$ cat src/rtl/axi_slave_mem.sv
// AXI slave backed by a small word-addressed memory. Write and read bursts are
// handled by independent FSMs that share the array; all outputs are registered.
module axi_slave_mem #(
  parameter int ADDR_W    = 32,
  parameter int DATA_W    = 32,
  parameter int MEM_DEPTH = 16
) (
  input  logic              aclk,
  input  logic              areset,
  input  logic [ADDR_W-1:0] awaddr,
  input  logic [7:0]        awlen,
  input  logic              awvalid,
  output logic              awready,
  input  logic [DATA_W-1:0] wdata,
  input  logic              wlast,
  input  logic              wvalid,
  output logic              wready,
  output logic [1:0]        bresp,
  output logic              bvalid,
  input  logic              bready,
  input  logic [ADDR_W-1:0] araddr,
  input  logic [7:0]        arlen,
  input  logic              arvalid,
  output logic              arready,
  output logic [DATA_W-1:0] rdata,
  output logic [1:0]        rresp,
  output logic              rlast,
  output logic              rvalid,
  input  logic              rready
);

  localparam int IDX_W = ADDR_W - 2;
  localparam int MI_W  = (MEM_DEPTH > 1) ? $clog2(MEM_DEPTH) : 1;
  localparam logic [IDX_W-1:0] DEPTH_L = IDX_W'(MEM_DEPTH);
  localparam logic [1:0] RESP_OKAY   = 2'b00;
  localparam logic [1:0] RESP_SLVERR = 2'b10;

  typedef enum logic [1:0] {W_IDLE = 2'd0, W_DATA = 2'd1, W_RESP = 2'd2} w_state_e;
  typedef enum logic       {R_IDLE = 1'b0, R_DATA = 1'b1} r_state_e;

  w_state_e w_state_q, w_state_d;
  r_state_e r_state_q, r_state_d;

  logic [DATA_W-1:0] mem_q [MEM_DEPTH];

  logic [IDX_W-1:0]  widx_q, widx_d;
  logic [7:0]        wcnt_q, wcnt_d, wlen_q, wlen_d;
  logic              werr_q, werr_d;
  logic              awready_q, awready_d, wready_q, wready_d, bvalid_q, bvalid_d;
  logic [1:0]        bresp_q, bresp_d;

  logic [IDX_W-1:0]  ridx_q, ridx_d;
  logic [7:0]        rcnt_q, rcnt_d, rlen_q, rlen_d;
  logic              arready_q, arready_d, rvalid_q, rvalid_d, rlast_q, rlast_d;
  logic [DATA_W-1:0] rdata_q, rdata_d;
  logic [1:0]        rresp_q, rresp_d;

  logic aw_hs_s, w_hs_s, b_hs_s, ar_hs_s, r_hs_s;
  logic w_in_range_s, w_last_cnt_s, w_beat_err_s, w_done_s, mem_we_s;
  logic ld_s, ld_in_range_s;
  logic [IDX_W-1:0] ld_idx_s;
  logic [7:0] ld_cnt_s, ld_len_s;
  logic unused_s;

  assign unused_s = ^{awaddr[1:0], araddr[1:0]};

  assign aw_hs_s = awvalid & awready_q;
  assign w_hs_s  = wvalid & wready_q;
  assign b_hs_s  = bvalid_q & bready;
  assign ar_hs_s = arvalid & arready_q;
  assign r_hs_s  = rvalid_q & rready;

  // A beat is in error when out of range or when wlast disagrees with the beat count.
  assign w_in_range_s = (widx_q < DEPTH_L);
  assign w_last_cnt_s = (wcnt_q == wlen_q);
  assign w_beat_err_s = ~w_in_range_s | (w_last_cnt_s ^ wlast);
  assign w_done_s     = w_last_cnt_s | wlast;
  assign mem_we_s     = w_hs_s & w_in_range_s;

  always_ff @(posedge aclk or negedge areset) begin
    if (!areset) w_state_q <= W_IDLE;
    else         w_state_q <= w_state_d;
  end

  always_comb begin
    w_state_d = w_state_q;
    case (w_state_q)
      W_IDLE:  if (aw_hs_s) w_state_d = W_DATA; else w_state_d = W_IDLE;
      W_DATA:  if (w_hs_s && w_done_s) w_state_d = W_RESP; else w_state_d = W_DATA;
      W_RESP:  if (b_hs_s) w_state_d = W_IDLE; else w_state_d = W_RESP;
      default: w_state_d = W_IDLE;
    endcase
  end

  always_comb begin
    widx_d    = widx_q;
    wcnt_d    = wcnt_q;
    wlen_d    = wlen_q;
    werr_d    = werr_q;
    awready_d = (w_state_d == W_IDLE);
    wready_d  = (w_state_d == W_DATA);
    bvalid_d  = (w_state_d == W_RESP);
    if (aw_hs_s) begin
      widx_d = awaddr[ADDR_W-1:2];
      wcnt_d = 8'd0;
      wlen_d = awlen;
      werr_d = 1'b0;
    end else if (w_hs_s) begin
      widx_d = widx_q + IDX_W'(1);
      wcnt_d = wcnt_q + 8'd1;
      werr_d = werr_q | w_beat_err_s;
    end else begin
      werr_d = werr_q;
    end
    if (w_state_d == W_RESP) bresp_d = werr_d ? RESP_SLVERR : RESP_OKAY;
    else                     bresp_d = RESP_OKAY;
  end

  always_ff @(posedge aclk or negedge areset) begin
    if (!areset) begin
      widx_q    <= '0;
      wcnt_q    <= 8'd0;
      wlen_q    <= 8'd0;
      werr_q    <= 1'b0;
      awready_q <= 1'b0;
      wready_q  <= 1'b0;
      bvalid_q  <= 1'b0;
      bresp_q   <= 2'b00;
    end else begin
      widx_q    <= widx_d;
      wcnt_q    <= wcnt_d;
      wlen_q    <= wlen_d;
      werr_q    <= werr_d;
      awready_q <= awready_d;
      wready_q  <= wready_d;
      bvalid_q  <= bvalid_d;
      bresp_q   <= bresp_d;
    end
  end

  always_ff @(posedge aclk or negedge areset) begin
    if (!areset) begin
      for (int i = 0; i < MEM_DEPTH; i++) mem_q[i] <= '0;
    end else if (mem_we_s) begin
      mem_q[widx_q[MI_W-1:0]] <= wdata;
    end
  end

  always_ff @(posedge aclk or negedge areset) begin
    if (!areset) r_state_q <= R_IDLE;
    else         r_state_q <= r_state_d;
  end

  always_comb begin
    r_state_d = r_state_q;
    case (r_state_q)
      R_IDLE:  if (ar_hs_s) r_state_d = R_DATA; else r_state_d = R_IDLE;
      R_DATA:  if (r_hs_s && rlast_q) r_state_d = R_IDLE; else r_state_d = R_DATA;
      default: r_state_d = R_IDLE;
    endcase
  end

  // Select which beat (if any) is loaded into the read output registers this edge.
  always_comb begin
    ld_s     = 1'b0;
    ld_idx_s = ridx_q;
    ld_cnt_s = rcnt_q;
    ld_len_s = rlen_q;
    if (ar_hs_s) begin
      ld_s     = 1'b1;
      ld_idx_s = araddr[ADDR_W-1:2];
      ld_cnt_s = 8'd0;
      ld_len_s = arlen;
    end else if (r_hs_s && !rlast_q) begin
      ld_s     = 1'b1;
      ld_idx_s = ridx_q + IDX_W'(1);
      ld_cnt_s = rcnt_q + 8'd1;
    end else begin
      ld_s     = 1'b0;
    end
  end

  assign ld_in_range_s = (ld_idx_s < DEPTH_L);

  always_comb begin
    ridx_d    = ridx_q;
    rcnt_d    = rcnt_q;
    rlen_d    = rlen_q;
    rdata_d   = rdata_q;
    rresp_d   = rresp_q;
    rlast_d   = rlast_q;
    arready_d = (r_state_d == R_IDLE);
    rvalid_d  = (r_state_d == R_DATA);
    if (ld_s) begin
      ridx_d  = ld_idx_s;
      rcnt_d  = ld_cnt_s;
      rlen_d  = ld_len_s;
      rlast_d = (ld_cnt_s == ld_len_s);
      if (ld_in_range_s) begin
        rdata_d = mem_q[ld_idx_s[MI_W-1:0]];
        rresp_d = RESP_OKAY;
      end else begin
        rdata_d = '0;
        rresp_d = RESP_SLVERR;
      end
    end else if (r_hs_s) begin
      rdata_d = '0;
      rresp_d = RESP_OKAY;
      rlast_d = 1'b0;
    end else begin
      rlast_d = rlast_q;
    end
  end

  always_ff @(posedge aclk or negedge areset) begin
    if (!areset) begin
      ridx_q    <= '0;
      rcnt_q    <= 8'd0;
      rlen_q    <= 8'd0;
      arready_q <= 1'b0;
      rvalid_q  <= 1'b0;
      rlast_q   <= 1'b0;
      rdata_q   <= '0;
      rresp_q   <= 2'b00;
    end else begin
      ridx_q    <= ridx_d;
      rcnt_q    <= rcnt_d;
      rlen_q    <= rlen_d;
      arready_q <= arready_d;
      rvalid_q  <= rvalid_d;
      rlast_q   <= rlast_d;
      rdata_q   <= rdata_d;
      rresp_q   <= rresp_d;
    end
  end

  assign awready = awready_q;
  assign wready  = wready_q;
  assign bvalid  = bvalid_q;
  assign bresp   = bresp_q;
  assign arready = arready_q;
  assign rvalid  = rvalid_q;
  assign rlast   = rlast_q;
  assign rdata   = rdata_q;
  assign rresp   = rresp_q;

endmodule

$ cat config.mk
export PLATFORM = sky130hd
export DESIGN_NAME = axi_slave_mem
export DESIGN_NICKNAME = d
export VERILOG_FILES = /design/src/rtl/axi_slave_mem.sv
export SDC_FILE = /design/constraint.sdc
export NUM_CORES = 1
export LEC_CHECK = 0
export ABC_CLOCK_PERIOD_IN_PS = 8200
export BUFFER_PORTS_ARGS = -buffer_cell sky130_fd_sc_hd__buf_2
export CAP_MARGIN = 30
export CELL_PAD_IN_SITES_DETAIL_PLACEMENT = 1
export CELL_PAD_IN_SITES_GLOBAL_PLACEMENT = 2
export CORE_MARGIN = 2
export CORE_UTILIZATION = 46
export CTS_CLUSTER_DIAMETER = 40
export CTS_CLUSTER_SIZE = 16
export DETAILED_ROUTE_END_ITERATION = 8
export GPL_TIMING_DRIVEN = 0
export PLACE_DENSITY_LB_ADDON = 0.1
export SLEW_MARGIN = 20
export SYNTH_ARGS = -nofsm -noshare
export SYNTH_HDL_FRONTEND = slang
export SYNTH_SLANG_ARGS = --single-unit
$ cat constraint.sdc
create_clock -name aclk -period 8.2 [get_ports aclk]
set_clock_uncertainty 0.2 [all_clocks]
set_input_delay 0.41 -clock aclk [delete_from_list [all_inputs] [get_ports aclk]]
set_output_delay 0.41 -clock aclk [all_outputs]
set_load 0.02 [all_outputs]
==> flow_metrics.py <==
metrics = {
    "drt": {
        "vias": 21900,
        "drt_first_pass_iters": 5,
        "drc_errors": 0,
        "ant_nets": 0,
        "first_iter_violations": 1033,
        "wl_mm": 95.9,
        "wl_per_cell_um": 25.1,
        "vias_per_cell": 5.73,
    },
    "clock_tree": {
        "cts.path.max_buffers": 3,
        "clk_pin_slew_worst_paths_ns": 0.05,
        "clock_latency_ns": 0.67,
        "ctsHoldBuffers": 111,
        "cts_sinks": 647,
        "htree_levels": 3,
        "cts_made_buffers": 114,
        "tritoncts": "done",
        "clock-root-buffer": "clkbuf_16",
        "post_cts_buffers": 0,
        "ctsResizeCount": 0,
    },
    "synthesis": {
        "yosys_warnings": 0,
        "synth-seq-cells": 647,
        "yosysUniqueCellTypes": 52,
        "syn_inst": 2469,
        "syn_area_um2": 30500,
        "syn_area_per_cell_um2": 12.4,
        "synth_edf_count": 0,
        "ys_async_sr_fraction": 1.00,
        "ys.flop_type": "dfrtp_1",
        "ys_seq_area_frac": 0.531,
    },
    "die": {
        "row_count": 94,
        "io_pins": 162,
        "dieArea_um2": 68400,
        "die_h_um": 262,
        "start_util": 0.464,
        "core_um2": 65700,
        "die_w_um": 262,
    },
    "cells_and_area": {
        "layout.nets": 2988,
        "nFillCells": 6611,
        "fin_cells": 3826,
        "antennaDiodeCount": 0,
        "final_layout_size_suffix_gt1_frac": 0.343,
        "area_growth_pct": 23.5,
        "stdcell_area_um2": 37700,
    },
    "power_and_ir_drop": {
        "total_power_w": 0.0121,
        "peakVddDrop_v": 0.000277,
        "p_per_area_nw_per_um2": 322,
        "p_leak_nw": 18.1,
    },
    "placed_design": {
        "placed_area_um2": 32600,
        "port_buffers": 155,
        "dp_slack_ns": 3.90,
        "dp_cells": 3496,
        "dp_hpwl_mm": 63.8,
        "place_congestion": 0.831,
    },
    "timing": {
        "slew_violations": 0,
        "tightestPinTransition_ns": 1.01,
        "rsz0062_at_grt": "false",
        "fin_crit_ns": 4.23,
        "finalSetupViolCount": 0,
        "final_hold_viol_count": 0,
        "fin_crit_sh": 0.516,
        "relSlewSlack": 0.326,
        "layout_setup_ws_ns": 3.97,
        "fmax_mhz": 236,
        "fin_tns_setup_ns": 0,
    },
    "worst_setup_path": {
        "crit_fanout": 10,
        "path_class": "flop to flop",
        "endpoint_kind": "flop",
        "crit_arrival_ns": 4.53,
        "crit_path_end": "rdata[30]$_DFFE_PN0P_",
        "critPathRequiredTime_ns": 8.51,
        "critPathLaunchType": "flop",
        "regToRegSetupSlack_ns": 3.97,
        "crit_path_start": "arready$_DFF_PN0_",
        "r2r_start": "arready$_DFF_PN0_",
        "worst_r2r_path_depth": 10,
        "rr_endpoint": "rdata[30]$_DFFE_PN0P_",
    },
    "grt": {
        "grt_max_degree": 100,
        "grt_usage": 0.284,
        "first_global_vias": 24000,
        "grt_pass1_wl_mm": 146,
        "overflow": 0,
        "antenna_found_initial": 1,
    },
    "worst_hold_path": {
        "holdCritPathClass": "primary input to async pin",
    },
    "run": {
        "drv_cap": 0,
    },
    "outcome": {
        "outcome": "finished, final reports clean",
    },
}
-- cell usage in the layout (no fill, tap or decap), types with 26 or more instances in the layout --
master         count
dfrtp_1          647
mux2_2           517
a211oi_1         260
buf_2            226
nand2_1          164
mux2i_1          130
and2_1           128
clkbuf_16        115
dlygate4sd3_1    111
clkbuf_1         103
xor2_1            55
o21ai_0           50
nor4_1            44
nor2_1            41
xnor2_1           28
nand3_1           26
-- kinds of logic after synthesis --
| group | synth area share |
|---|---|
| AOI/OAI and AO/OA | 0.0870 |
| DFF | 0.531 |
| xor gates and xnor gates | 0.0238 |
| other | 0.000123 |
| adders and majority gates | 0.00328 |
| and+or+nand+nor | 0.0882 |
| buffers and inverters | 0.0310 |
| muxes | 0.236 |
-- registers in the layout, indices dropped and copies added (netlist names) --
name       count
arready        1
wready         1
rresp          1
rdata         32
widx_q        30
ridx_q        30
awready        1
bvalid         1
rcnt_q         8
rvalid         1
werr_q         1
wlen_q         8
w_state_q      2
bresp          1
wcnt_q         8
mem_q        512
rlast          1
rlen_q         8
-- worst min-delay path by stage --
| stage | depth (start not counted) | slack (ns) | from | to |
|---|---|---|---|---|
| detailed placement | 1 | 0.23 | areset | ridx_q[29]$_DFFE_PN0P_ |
| global route | 2 | 0.17 | areset | ridx_q[28]$_DFFE_PN0P_ |
| CTS | 5 | 0.1 | arvalid | ridx_q[6]$_DFFE_PN0P_ |
| floorplan | 0 | -0.09 | areset | arready$_DFF_PN0_ |
| finish | 2 | 0.11 | areset | ridx_q[29]$_DFFE_PN0P_ |
| global placement | 1 | 0.24 | w_state_q[1]$_DFF_PN0_ | wready$_DFF_PN0_ |
-- area by class of cell --
cell class	instances	area [um2]	share of cell area
flip-flops and latches	647	16200	0.430
multi-input cells	1619	13400	0.355
clock buffers	138	3110	0.0826
repair buffers	274	2100	0.0557
well taps	864	1080	0.0287
plain buffers	195	912	0.0242
clock inverters	80	878	0.0233
inverters	9	33.8	0.000896
-- power breakdown --
group	switching, W	total [W]	internal [W]	leakage, nW
clock network	0.00173	0.00486	0.00313	1.91
logic	0.00258	0.00359	0.00101	7.30
registers	0.000248	0.00367	0.00342	8.88
total	0.00456	0.0121	0.00756	18.1
-- synthesized netlist by cell type (all sizes together), types with 6 or more instances --
master | number | area share
nor4 | 48 | 0.011
nand2 | 164 | 0.020
dfrtp | 647 | 0.53
and3 | 14 | 0.0029
buf | 100 | 0.018
o21ai | 83 | 0.016
ha | 8 | 0.0033
xor2 | 55 | 0.016
a31oi | 6 | 0.0014
nor3 | 16 | 0.0034
nand4 | 22 | 0.0045
and2 | 138 | 0.028
inv | 9 | 0.0011
clkbuf | 95 | 0.012
a211oi | 260 | 0.064
mux2i | 130 | 0.043
nor2 | 41 | 0.0050
and4 | 6 | 0.0017
mux2 | 523 | 0.19
xnor2 | 28 | 0.0080
a21oi | 15 | 0.0025
nand3 | 26 | 0.0043
-- worst max-delay path, stage by stage, from the launching register on --
cell and delay [ns]:
dfrtp_1 0.41, nand2_1 0.10, buf_2 0.27, buf_2 0.31, nor2_1 0.10, a31oi_2 0.40
buf_2 0.36, clkbuf_1 0.68, a211oi_1 0.23, nor4_1 0.88, o21ai_2 0.13
-- metrics by stage --
| step | util | hold WS, ns |
|---|---|---|
| after floorplan | - | -0.0856 |
| after global placement | 0.492 | 0.241 |
| after detailed placement | 0.495 | 0.229 |
| after CTS | 0.573 | 0.0981 |
| after global routing | 0.573 | 0.166 |
| final | 0.573 | 0.108 |
-- layer usage --
layer  part of all wire  vias to the layer above  routed length [um]  global-route usage
met1               0.44                    11500               41700               0.366
met3              0.040                      171                3850              0.0466
met4              0.034                        2                3290               0.113
met2               0.49                      428               47000               0.478
met5            0.00011                        -                  11                   0
li1                   -                     9784                   -                   -
Power figures use the tool's default switching activity.
